File: src/rtl/seven_seg_scanner_if.sv
// Interface bundling the load/staging controls and the display pins of
// seven_seg_scanner. The master side drives value/control, the slave (scanner)
// drives pending and the active-low display pins.
interface seven_seg_scanner_if #(
    parameter int unsigned NUM_DIGITS = 4
);
    logic                      load;
    logic [4*NUM_DIGITS-1:0]   value;
    logic [NUM_DIGITS-1:0]     dp_in;
    logic                      hex_en;
    logic                      lz_suppress;
    logic                      pending;
    logic [NUM_DIGITS-1:0]     an;
    logic [6:0]                seg;
    logic                      dp_n;

    modport master (
        output load, value, dp_in, hex_en, lz_suppress,
        input  pending, an, seg, dp_n
    );

    modport slave (
        input  load, value, dp_in, hex_en, lz_suppress,
        output pending, an, seg, dp_n
    );
endinterface

File: src/rtl/seven_seg_scanner.sv
// Time-multiplexed common-anode 7-segment driver. A double-buffered nibble word
// (staging -> display, swapped only at frame boundaries) is scanned one digit per
// refresh slot, with a short all-off blanking gap at the start of every slot.
// All display pins are registered and reflect the previous cycle's scan state.
module seven_seg_scanner #(
    parameter int unsigned NUM_DIGITS   = 4,
    parameter int unsigned REFRESH_DIV  = 50000,
    parameter int unsigned BLANK_CYCLES = 2
) (
    input  logic               clk,
    input  logic               rst_n,
    seven_seg_scanner_if.slave bus
);

    localparam int unsigned DivW = (REFRESH_DIV > 1) ? $clog2(REFRESH_DIV) : 1;
    localparam int unsigned IdxW = (NUM_DIGITS > 1) ? $clog2(NUM_DIGITS) : 1;
    localparam int unsigned ValW = 4 * NUM_DIGITS;

    localparam logic [DivW-1:0] DivLast = DivW'(REFRESH_DIV - 1);
    localparam logic [IdxW-1:0] IdxLast = IdxW'(NUM_DIGITS - 1);
    localparam logic [6:0]      SegOff  = 7'h7F;

    // Active-low a..g glyph for one nibble; 10..15 blank unless hex is enabled.
    function automatic logic [6:0] glyph(input logic [3:0] nib, input logic hex);
        logic [6:0] g;
        case (nib)
            4'h0:    g = 7'h01;
            4'h1:    g = 7'h4F;
            4'h2:    g = 7'h12;
            4'h3:    g = 7'h06;
            4'h4:    g = 7'h4C;
            4'h5:    g = 7'h24;
            4'h6:    g = 7'h20;
            4'h7:    g = 7'h0F;
            4'h8:    g = 7'h00;
            4'h9:    g = 7'h04;
            4'hA:    g = hex ? 7'h08 : SegOff;
            4'hB:    g = hex ? 7'h60 : SegOff;
            4'hC:    g = hex ? 7'h31 : SegOff;
            4'hD:    g = hex ? 7'h42 : SegOff;
            4'hE:    g = hex ? 7'h30 : SegOff;
            default: g = hex ? 7'h38 : SegOff;
        endcase
        return g;
    endfunction

    // Scan state
    logic            run_q;
    logic [DivW-1:0] div_cnt_q, div_cnt_d;
    logic [IdxW-1:0] idx_q, idx_d;
    logic            wrap;
    logic            frame_end;

    // Double buffer
    logic [ValW-1:0]       staging_val_q;
    logic [NUM_DIGITS-1:0] staging_dp_q;
    logic [ValW-1:0]       disp_val_q;
    logic [NUM_DIGITS-1:0] disp_dp_q;
    logic                  pending_q;

    // Per-digit selection
    logic [NUM_DIGITS-1:0] lz_mask;
    logic                  zero_run;
    logic [3:0]            cur_nib;
    logic                  cur_dp;
    logic                  cur_lz;
    logic [NUM_DIGITS-1:0] an_sel;
    logic                  slot_active;

    // Registered outputs
    logic [NUM_DIGITS-1:0] an_q, an_d;
    logic [6:0]            seg_q, seg_d;
    logic                  dp_n_q, dp_n_d;

    // Release synchroniser: reset asserts asynchronously, scanning starts one
    // clock after rst_n rises so the counters never see a partial release.
    always_ff @(posedge clk or negedge rst_n) begin
        if (!rst_n) begin
            run_q <= 1'b0;
        end else begin
            run_q <= 1'b1;
        end
    end

    // Refresh divider and digit index next-state
    always_comb begin
        wrap      = run_q && (div_cnt_q == DivLast);
        frame_end = wrap && (idx_q == IdxLast);
        div_cnt_d = div_cnt_q;
        idx_d     = idx_q;
        if (run_q) begin
            div_cnt_d = wrap ? '0 : div_cnt_q + DivW'(1);
        end
        if (wrap) begin
            idx_d = (idx_q == IdxLast) ? '0 : idx_q + IdxW'(1);
        end
    end

    // Divider and digit index registers
    always_ff @(posedge clk or negedge rst_n) begin
        if (!rst_n) begin
            div_cnt_q <= '0;
            idx_q     <= '0;
        end else begin
            div_cnt_q <= div_cnt_d;
            idx_q     <= idx_d;
        end
    end

    // Staging/display buffers: display only changes at a frame boundary, and a
    // load landing on the boundary cycle bypasses staging straight to display.
    always_ff @(posedge clk or negedge rst_n) begin
        if (!rst_n) begin
            staging_val_q <= '0;
            staging_dp_q  <= '0;
            disp_val_q    <= '0;
            disp_dp_q     <= '0;
            pending_q     <= 1'b0;
        end else begin
            if (bus.load && frame_end) begin
                staging_val_q <= bus.value;
                staging_dp_q  <= bus.dp_in;
                disp_val_q    <= bus.value;
                disp_dp_q     <= bus.dp_in;
                pending_q     <= 1'b0;
            end else if (bus.load) begin
                staging_val_q <= bus.value;
                staging_dp_q  <= bus.dp_in;
                pending_q     <= 1'b1;
            end else if (frame_end && pending_q) begin
                disp_val_q <= staging_val_q;
                disp_dp_q  <= staging_dp_q;
                pending_q  <= 1'b0;
            end
        end
    end

    // Leading-zero mask: bit k set when display nibbles k..top are all zero
    always_comb begin
        zero_run = 1'b1;
        lz_mask  = '0;
        for (int k = int'(NUM_DIGITS) - 1; k >= 0; k--) begin
            zero_run   = zero_run & (disp_val_q[4*k +: 4] == 4'd0);
            lz_mask[k] = zero_run;
        end
    end

    // Select the nibble, decimal point and anode for the digit being scanned
    always_comb begin
        cur_nib = '0;
        cur_dp  = 1'b0;
        cur_lz  = 1'b0;
        an_sel  = '0;
        for (int k = 0; k < int'(NUM_DIGITS); k++) begin
            if (idx_q == IdxW'(k)) begin
                cur_nib   = disp_val_q[4*k +: 4];
                cur_dp    = disp_dp_q[k];
                // Digit 0 is never suppressed so an all-zero word still shows '0'
                cur_lz    = (k != 0) && lz_mask[k];
                an_sel[k] = 1'b1;
            end
        end
    end

    // Output next-state: blank during the gap, else drive the selected digit
    always_comb begin
        slot_active = run_q && (int'(div_cnt_q) >= int'(BLANK_CYCLES));
        an_d        = '1;
        seg_d       = SegOff;
        dp_n_d      = 1'b1;
        if (slot_active) begin
            an_d   = ~an_sel;
            seg_d  = (bus.lz_suppress && cur_lz) ? SegOff : glyph(cur_nib, bus.hex_en);
            dp_n_d = ~cur_dp;
        end
    end

    // Display pin registers
    always_ff @(posedge clk or negedge rst_n) begin
        if (!rst_n) begin
            an_q   <= '1;
            seg_q  <= SegOff;
            dp_n_q <= 1'b1;
        end else begin
            an_q   <= an_d;
            seg_q  <= seg_d;
            dp_n_q <= dp_n_d;
        end
    end

    assign bus.an      = an_q;
    assign bus.seg     = seg_q;
    assign bus.dp_n    = dp_n_q;
    assign bus.pending = pending_q;

endmodule

File: src/flat_wrapper.sv
// flat-port wrapper written by rule: the top's interface ports become plain ports
module seven_seg_scanner_flat 
#(
    parameter int unsigned NUM_DIGITS   = 4,
    parameter int unsigned REFRESH_DIV  = 50000,
    parameter int unsigned BLANK_CYCLES = 2
)
  (clk, rst_n, bus_load, bus_value, bus_dp_in, bus_hex_en, bus_lz_suppress, bus_pending, bus_an, bus_seg, bus_dp_n);
  seven_seg_scanner_if #(.NUM_DIGITS(NUM_DIGITS)) bus_i ();
  input  logic clk;
  input  logic rst_n;
  input wire logic [$bits(bus_i.load)-1:0] bus_load;
  input wire logic [$bits(bus_i.value)-1:0] bus_value;
  input wire logic [$bits(bus_i.dp_in)-1:0] bus_dp_in;
  input wire logic [$bits(bus_i.hex_en)-1:0] bus_hex_en;
  input wire logic [$bits(bus_i.lz_suppress)-1:0] bus_lz_suppress;
  output wire logic [$bits(bus_i.pending)-1:0] bus_pending;
  output wire logic [$bits(bus_i.an)-1:0] bus_an;
  output wire logic [$bits(bus_i.seg)-1:0] bus_seg;
  output wire logic [$bits(bus_i.dp_n)-1:0] bus_dp_n;
  assign bus_i.load = bus_load;
  assign bus_i.value = bus_value;
  assign bus_i.dp_in = bus_dp_in;
  assign bus_i.hex_en = bus_hex_en;
  assign bus_i.lz_suppress = bus_lz_suppress;
  assign bus_pending = bus_i.pending;
  assign bus_an = bus_i.an;
  assign bus_seg = bus_i.seg;
  assign bus_dp_n = bus_i.dp_n;
  seven_seg_scanner #(.NUM_DIGITS(NUM_DIGITS), .REFRESH_DIV(REFRESH_DIV), .BLANK_CYCLES(BLANK_CYCLES)) u_core (.clk(clk), .rst_n(rst_n), .bus(bus_i));
endmodule
File: config.mk
export PLATFORM = sky130hd
export DESIGN_NAME = seven_seg_scanner_flat
export DESIGN_NICKNAME = d
export VERILOG_FILES = /design/src/rtl/seven_seg_scanner_if.sv /design/src/rtl/seven_seg_scanner.sv /design/src/flat_wrapper.sv
export SDC_FILE = /design/constraint.sdc
export NUM_CORES = 1
export LEC_CHECK = 0
export CAP_MARGIN = 20
export CORE_AREA = 2 2 95 97
export CTS_CLUSTER_DIAMETER = 150
export DETAILED_ROUTE_END_ITERATION = 10
export DIE_AREA = 0 0 97 99
export PLACE_DENSITY = 0.73
export SLEW_MARGIN = 20
export SYNTH_ARGS = -nofsm -noshare
export SYNTH_HDL_FRONTEND = slang
export SYNTH_SLANG_ARGS = --single-unit
File: constraint.sdc
create_clock -name clk -period 2.27 [get_ports clk]
set_clock_uncertainty 0.2 [all_clocks]
set_input_delay 0.5675 -clock clk [delete_from_list [all_inputs] [get_ports clk]]
set_output_delay 0.5675 -clock clk [all_outputs]
set_load 0.01 [all_outputs]
Yosys cells after proc, flatten, opt, wreduce, memory -nomap -nowiden --
Cells that the tools add are included.
Storage, ports and cells: logic and storage cells 93, input port bits 25, output and inout bits 13, register bits 72
Operators by class: reduce and logical (&&, ||, !) cells 15, add/subtract/negate cells 2, eq/ne operators 19, bitwise operators 4, $lt $le $gt $ge 1, mux-type cells 41
Operators by type and width (count):
- case mux 7 bit (15 select lines) | 1
- two-way mux 16 bit | 6
- two-way mux 7 bit | 6
- two-way mux 4 bit | 10
- equality test 4 bit (second input constant) | 7
- adder 16 x 1 -> 16 bit (second input constant) | 1
- equality test 16 bit (second input constant) | 1
- equality test 4 x 3 -> 1 bit (second input constant) | 4
- >= comparator 16 x 2 -> 1 bit (second input constant) | 1
- logical NOT 4 bit | 4
- two-way mux 1 bit | 15
- equality test 4 x 2 -> 1 bit (second input constant) | 2
- logical AND 1 bit | 6
- two-way mux 6 bit | 1
- two-way mux 5 bit | 1
- equality test 2 bit (second input constant) | 2
- equality test 4 x 1 -> 1 bit (second input constant) | 1
- inverter 4 bit | 1
- nonzero test 2 bit | 2
- nonzero test 3 bit | 1
- adder 2 x 1 -> 2 bit (second input constant) | 1
- bitwise AND 1 bit | 2
- equality test 2 x 1 -> 1 bit (second input constant) | 1
- logical NOT 2 bit | 1
- other kinds (4) | 4

Depth between registers and ports, before layout --
Gate-level depths: netlist of the first run.
depth after elaboration 9, depth in mapped cells 10, mapped depth without buffers 8

Worst setup path before layout of the first run --
OpenSTA, ideal clock, no wires.
path type reg2reg, start register u_core.idx_q[1], end register u_core.seg_q[3], in the netlist u_core.bus.seg[3], stages on the path, launching flop included 11, slack 153 ps, arrival 1827 ps, period minus slack after synthesis 2117 ps, buffers on the path 2, path through dfrtp_1 -> inv_1 -> ha_1 -> buf_2 -> nor2b_1 -> nand2_1 -> a31o_2 -> buf_2 -> xnor2_1 -> a311oi_1 -> o21ai_0
On the way: word-level cells in the longest chain between the ends 9, elaborated cells between the ends (all ways) 30, classes of those cells eq/ne: 17; mux: 10; reduce/logical: 3
Ends and longest elaborated chain:
- from (decl) | line seven_seg_scanner.sv:50 | logic [IdxW-1:0] idx_q, idx_d;
- from (signal assigned) | line seven_seg_scanner.sv:106 | idx_q <= idx_d;
- logical NOT 2 bit | line seven_seg_scanner.sv:155 | if (idx_q == IdxW'(k)) begin
- two-way mux 4 bit (4 in a row) | line seven_seg_scanner.sv:155
- equality test 4 bit (tied with other cells) | line seven_seg_scanner.sv:26 | case (nib)
- case mux 7 bit (15 select lines) | line seven_seg_scanner.sv:26
- two-way mux 7 bit * | line seven_seg_scanner.sv:173 | seg_d = (bus.lz_suppress && cur_lz) ? SegOff : glyph(cur_nib, bus.hex_en);
- two-way mux 7 bit * | line seven_seg_scanner.sv:171 | if (slot_active) begin
- named net u_core.seg_d[3] | line seven_seg_scanner.sv:72 | logic [6:0] seg_q, seg_d;
- to (signal assigned) | line seven_seg_scanner.sv:182 | seg_q <= SegOff;
- to (signal assigned) | line seven_seg_scanner.sv:186 | seg_q <= seg_d;
- to (decl) | line seven_seg_scanner.sv:72
The timed path passes the listed nets; every way through them passes the cells marked *. A chain may end at the register's enable or synchronous reset.

Final worst setup path of the first run --
start register u_core.seg_q[5], in the netlist u_core.bus.seg[5], end output port bus_seg[5]
RTL lines:
- to (decl) | line flat_wrapper.sv:19 | output wire logic [$bits(bus_i.seg)-1:0] bus_seg;
No word-level cell between the ends.

==> results.ini, run 1 <==
[clock_network]
cts_buffers = 9
clkTransAtPathRegs_ns = 0.08
ctsHtreeMaxLevel = 3
clockRootBuffer = clkbuf_8
cts_sinks = 72
cts_tree = done
clk_latency_ns = 0.35
cts_buffer_depth = 2

[layout]
layout_common_cells = dfrtp_1, clkdlybuf4s50_1, nand2_1
syn_to_final_growth_pct = 26.59
diodes = 0
stdcell_area_sq_mm = 0.004242
drive_above_1_share_pct = 34.02
num-nets-final = 367
final_common_cell = dfrtp_1

[pwr]
cellLeakagePower_nw = 1.891
finalPower_mw = 2.805
power_switching_uw = 775.0
powerDensity_mw_per_mm2 = 661.3
swShare_pct = 27.63
pwr-share-clk_pct = 33.3
ir_drop_uv = 459.9
pwr-share-seq_pct = 52.5
comb_power_share_pct = 14.2
p_int_mw = 2.030

[logic_synthesis]
yosysWarnings = 0
async_flop_share_pct = 100.0
yosysTopAreaCell = dfrtp_1
synth_area_leaders = dfrtp_1, dfstp_2, mux2_4
synth_seq_area_share_pct = 54.22
syn_area_per_cell_sq_um = 12.10
synth_seq_cells = 72
synth_top_area_share_pct = 44.81
synth_flop_cell = dfrtp_1
synth_nets = 308
synthesis.area_sq_mm = 0.003351
synth_cell_types = 44
syn_inst = 277
synth_edf_count = 0

[worst_setup_path]
path_cells = clkdlybuf4s50_1
cp_slowest_cell = dfstp_2
crit_family = flip-flops
end_kind = output port
worstSetupPathDepth = 1
path_class = flip-flop to output port
critical_path_peak_fanout = 1
reg2reg_depth = 6
critPathArrivalTime_ns = 1.41
critPathBufInv = 1
cp-start-kind = flip-flop
required_ns = 1.50
slowest_delay_ns = 0.53

[run]
max_cap_viol_count = 0

[floorplan]
core-area_sq_mm = 0.008551
initial_core_util_pct = 39.19
ioPinCount = 38
die_h_um = 99
die_area_sq_mm = 0.009603
die_w_um = 97
rows = 34

[global_route]
grt_pass1_vias = 2301
grt.total_usage_pct = 14.54
antenna_found_initial = 0
grt-ovfl-total = 0
grt_max_degree = 73
grt_pass1_wl_um = 11090

[sta]
final-max-slew-violation-count = 0
fin_ws_ns = 0.09152
setup_violations = 0
fmax_mhz = 459.0
timing.final.crit_share_pct = 95.97
finalHoldViolCount = 0
fin_tns_setup_ns = 0
min_period_ns = 2.178

[route]
vias_per_cell = 5.167
vias = 2320
drt_iter0_drc = 87
routed_wl_um = 6738
drc = 0
drtAntennaViolNets = 0
firstDrtPassIters = 4
routedWlPerCell_um = 15.01

[placement]
port_buffers = 37
dp_hpwl_um = 4645
preCtsSetupSlack_ns = -0.03216
place_area_sq_mm = 0.003956
gp_congestion = 0.9298

[hold_path]
min-delay-path-class = input port to async pin

[status]
status = finished, final reports clean

[cell usage after synthesis (5+ instances only)]
master and n:
mux2_2 21, nor3_1 6, o22ai_1 6, dfstp_2 12
a31o_2 5, nor2_1 16, nand3_1 9, inv_1 6
buf_2 6, mux2_4 20, ha_1 6, a21oi_1 8
xor2_1 8, dfrtp_1 60, xnor2_1 6, and3_1 5
o21ai_0 7, nand2_1 31
[final cells by class]
class	count	area, sq um
Inverter	6	25.02
Clock inverter	7	58.81
Clock buffer	9	123.9
Tap cell	108	135.1
Multi-Input combinational cell	190	1526
Sequential cell	72	1819
Timing Repair Buffer	57	553.0
Fill cell	763	4309
[per-layer routing]
layer / track usage, % / vias to the layer above / wire (um)
li1: - / 1100 / -
met1: 18.96 / 1148 / 3010
met2: 22.81 / 63 / 3311
met3: 5.461 / 9 / 342
met4: 4.225 / 0 / 73
met5: 0 / - / 0
[through the flow]
step | utilization [%] | hold slack [ns] | cells
floorplan | - | 0.07191 | 277
global route | 49.60 | 0.03048 | 449
detailed placement | 46.27 | 0.2878 | 430
finish | 49.60 | 0.01116 | 449
global placement | 46.27 | 0.2806 | 430
CTS | 48.43 | 0.02939 | 446
[flip-flops by register name, indices dropped and copies added, names as in the netlist]
name and flops:
u_core.div_cnt_q 16, u_core.bus.seg 7, u_core.disp_val_q 16, u_core.run_q 1
u_core.bus.pending 1, u_core.staging_val_q 16, u_core.bus.dp_n 1, u_core.idx_q 2
u_core.bus.an 4, u_core.disp_dp_q 4, u_core.staging_dp_q 4
[cells by family after synthesis]
logic type / count (synthesis) / synth area share, %
mux: 41 / 16.02
buf+inv: 15 / 2.465
xor+xnor: 14 / 3.660
fa+ha+maj: 6 / 2.240
flops: 72 / 54.22
other cells: 1 / 0.1119
simple gates: 82 / 12.10
compound gates: 46 / 9.186
[power groups by stage]
stage | sequential, mW | clock [mW] | combinational (mW)
4_1_cts | 1.47 | 0.967 | 0.399
5_1_grt | 1.49 | 1.02 | 0.446
2_1_floorplan | 1.50 | 0 | 0.193
6_report | 1.47 | 0.933 | 0.398
3_3_place_gp | 1.49 | 0 | 0.385
3_5_place_dp | 1.50 | 0 | 0.398
[what timing repair did]
| action | CTS | global route |
|---|---|---|
| endpoints found under the setup margin | 2 | 29 |
| hold buffers | 0 | 0 |
| pin swaps | 0 | 6 |
| gates resized for setup | 1 | 21 |
| setup buffers | 0 | 3 |
[path summary, 6_finish.rpt]
kind | start | endpoint | slack [ns]
min reg2reg | u_core.div_cnt_q[7] | u_core.div_cnt_q[7] | 0.30
max in group asynchronous | rst_n | u_core.idx_q[1] | 1.50
max | u_core.bus.seg[5] | bus_seg[5] | 0.09
min in group clk | u_core.div_cnt_q[7] | u_core.div_cnt_q[7] | 0.30
min | rst_n | u_core.disp_val_q[5] | 0.01
max reg2reg | u_core.div_cnt_q[0] | u_core.disp_val_q[6] | 0.11
No activity file was read; power rests on OpenSTA's default activity.
==> inputs of run 2 (changes only) <==
MAX_ROUTING_LAYER = met4   (was not set)
==> run 2 against run 1 <==
Compared with the run above: clock power is essentially flat; critical endpoint unchanged; via count shrank 0.13%; largest power group unchanged; worst setup slack is essentially flat; worst hold slack lost 0.0027 ns.
==> results.ini, run 2 (synthesized netlist as in run 1, its figures left out) <==
[status]
status = finished, final reports clean

[clock_network]
clkTransAtPathRegs_ns = 0.08
cts_buffers = 9
cts_buffer_depth = 2
cts_sinks = 72
cts_tree = done
postCtsHoldBufs = 0
clk_latency_ns = 0.36
clockRootBuffer = clkbuf_8
ctsHtreeMaxLevel = 3

[pwr]
ir_drop_uv = 460.3
finalPower_mw = 2.804
cellLeakagePower_nw = 1.891
powerDensity_mw_per_mm2 = 661.0

[route]
vias_per_cell = 5.160
routedWlPerCell_um = 15.00
vias = 2317
drt_iter0_drc = 107
routed_wl_um = 6733
firstDrtPassIters = 4
drc = 0
drtAntennaViolNets = 0

[global_route]
grt.total_usage_pct = 15.05
grt_max_degree = 73
grt_pass1_vias = 2308
grt_pass1_wl_um = 11150
grt-ovfl-total = 0
antenna_found_initial = 0

[worst_setup_path]
path_cells = clkdlybuf4s50_1
critPathArrivalTime_ns = 1.41
rr_endpoint = u_core.bus.seg[3]
reg2reg_depth = 8
end_kind = output port
crit_family = flip-flops
required_ns = 1.50
critPathBufInv = 1
critical_path_peak_fanout = 1
slowest_delay_ns = 0.53
regToRegStartpoint = u_core.idx_q[0]
path_class = flip-flop to output port
cp-start-kind = flip-flop
regToRegSetupSlack_ns = 0.11
cp_slowest_cell = dfstp_2

[sta]
timing.final.crit_share_pct = 95.99
min_period_ns = 2.179
setup_violations = 0
fmax_mhz = 458.9
final-max-slew-violation-count = 0
fin_tns_setup_ns = 0
finalHoldViolCount = 0

[hold_path]
min-delay-path-class = input port to async pin

[layout]
top_regs = u_core.disp_val_q (16), u_core.div_cnt_q (16), u_core.staging_val_q (16)
diodes = 0
num-nets-final = 367
stdcell_area_sq_mm = 0.004242
drive_above_1_share_pct = 34.02
final_common_cell = dfrtp_1
syn_to_final_growth_pct = 26.59
layout_common_cells = dfrtp_1, clkdlybuf4s50_1, nand2_1

[placement]
gp_congestion = 0.9463
place_area_sq_mm = 0.003956
port_buffers = 37
dp_hpwl_um = 4645

[run]
max_cap_viol_count = 0

[floorplan]
rows = 34
core-area_sq_mm = 0.008551
ioPinCount = 38
die_w_um = 97
die_h_um = 99
die_area_sq_mm = 0.009603
initial_core_util_pct = 39.19

-- run 2: worst max-delay path by stage --
stage / startpoint / depth (start not counted) / end / slack [ns]
2_1_floorplan: u_core.idx_q[1] / 10 / u_core.bus.seg[3] / 0.15
5_1_grt: u_core.div_cnt_q[0] / 6 / u_core.disp_val_q[6] / -0.01
3_5_place_dp: bus_load / 4 / u_core.disp_val_q[14] / -0.03
6_report: u_core.bus.seg[5] / 1 / bus_seg[5] / 0.09
3_3_place_gp: bus_load / 4 / u_core.disp_val_q[14] / -0.01
4_1_cts: u_core.idx_q[0] / 7 / u_core.bus.seg[6] / 0.004
-- run 2: worst reg2reg max path: stages (launching register included) --
cell	delay (ns)
dfrtp_2	0.46
inv_4	0.10
ha_4	0.14
nor2b_2	0.21
nand2_1	0.13
a31oi_2	0.36
xnor2_1	0.11
a311oi_1	0.25
o21ai_0	0.12
-- run 2: final cells by class --
cell class,instances,area (sq um)
inverter,6,25.02
tap,108,135.1
multi-input combinational,190,1526
sequential,72,1819
clock buffer,9,123.9
fill,763,4309
timing repair buffer,57,553.0
clock inverter,7,58.81
-- run 2: through the flow --
stage                     hold WS (ns)  worst slack [ns]  utilization (%)  std cells
final                         0.008471           0.09104            49.60        449
after detailed placement        0.2878          -0.03216            46.27        430
after global routing           0.03089         -0.009635            49.60        449
after global placement          0.2806          -0.01096            46.27        430
after CTS                      0.02939          0.004450            48.43        446
after floorplan                0.07191            0.1526                -        277
-- run 2: timing repair --
action,in CTS,in global routing
gates resized for setup,1,21
endpoints found under the setup margin,2,29
setup buffers,0,3
endpoints found under the hold margin,0,0
pin swaps,0,6
-- run 2: power by group --
part           total, mW  internal (mW)  leakage [nW]  switching, mW
Clock              0.932          0.413        0.0872          0.520
Combinational      0.397          0.213         0.906          0.184
Sequential          1.47           1.40         0.898         0.0698
-- run 2: per-layer routing --
metal	vias up	global-route usage, %	part of all wire [%]
li1	1100	-	-
met1	1158	19.32	45
met2	50	22.60	49
met3	9	5.461	4.5
met4	0	4.225	1.1
met5	-	-	0
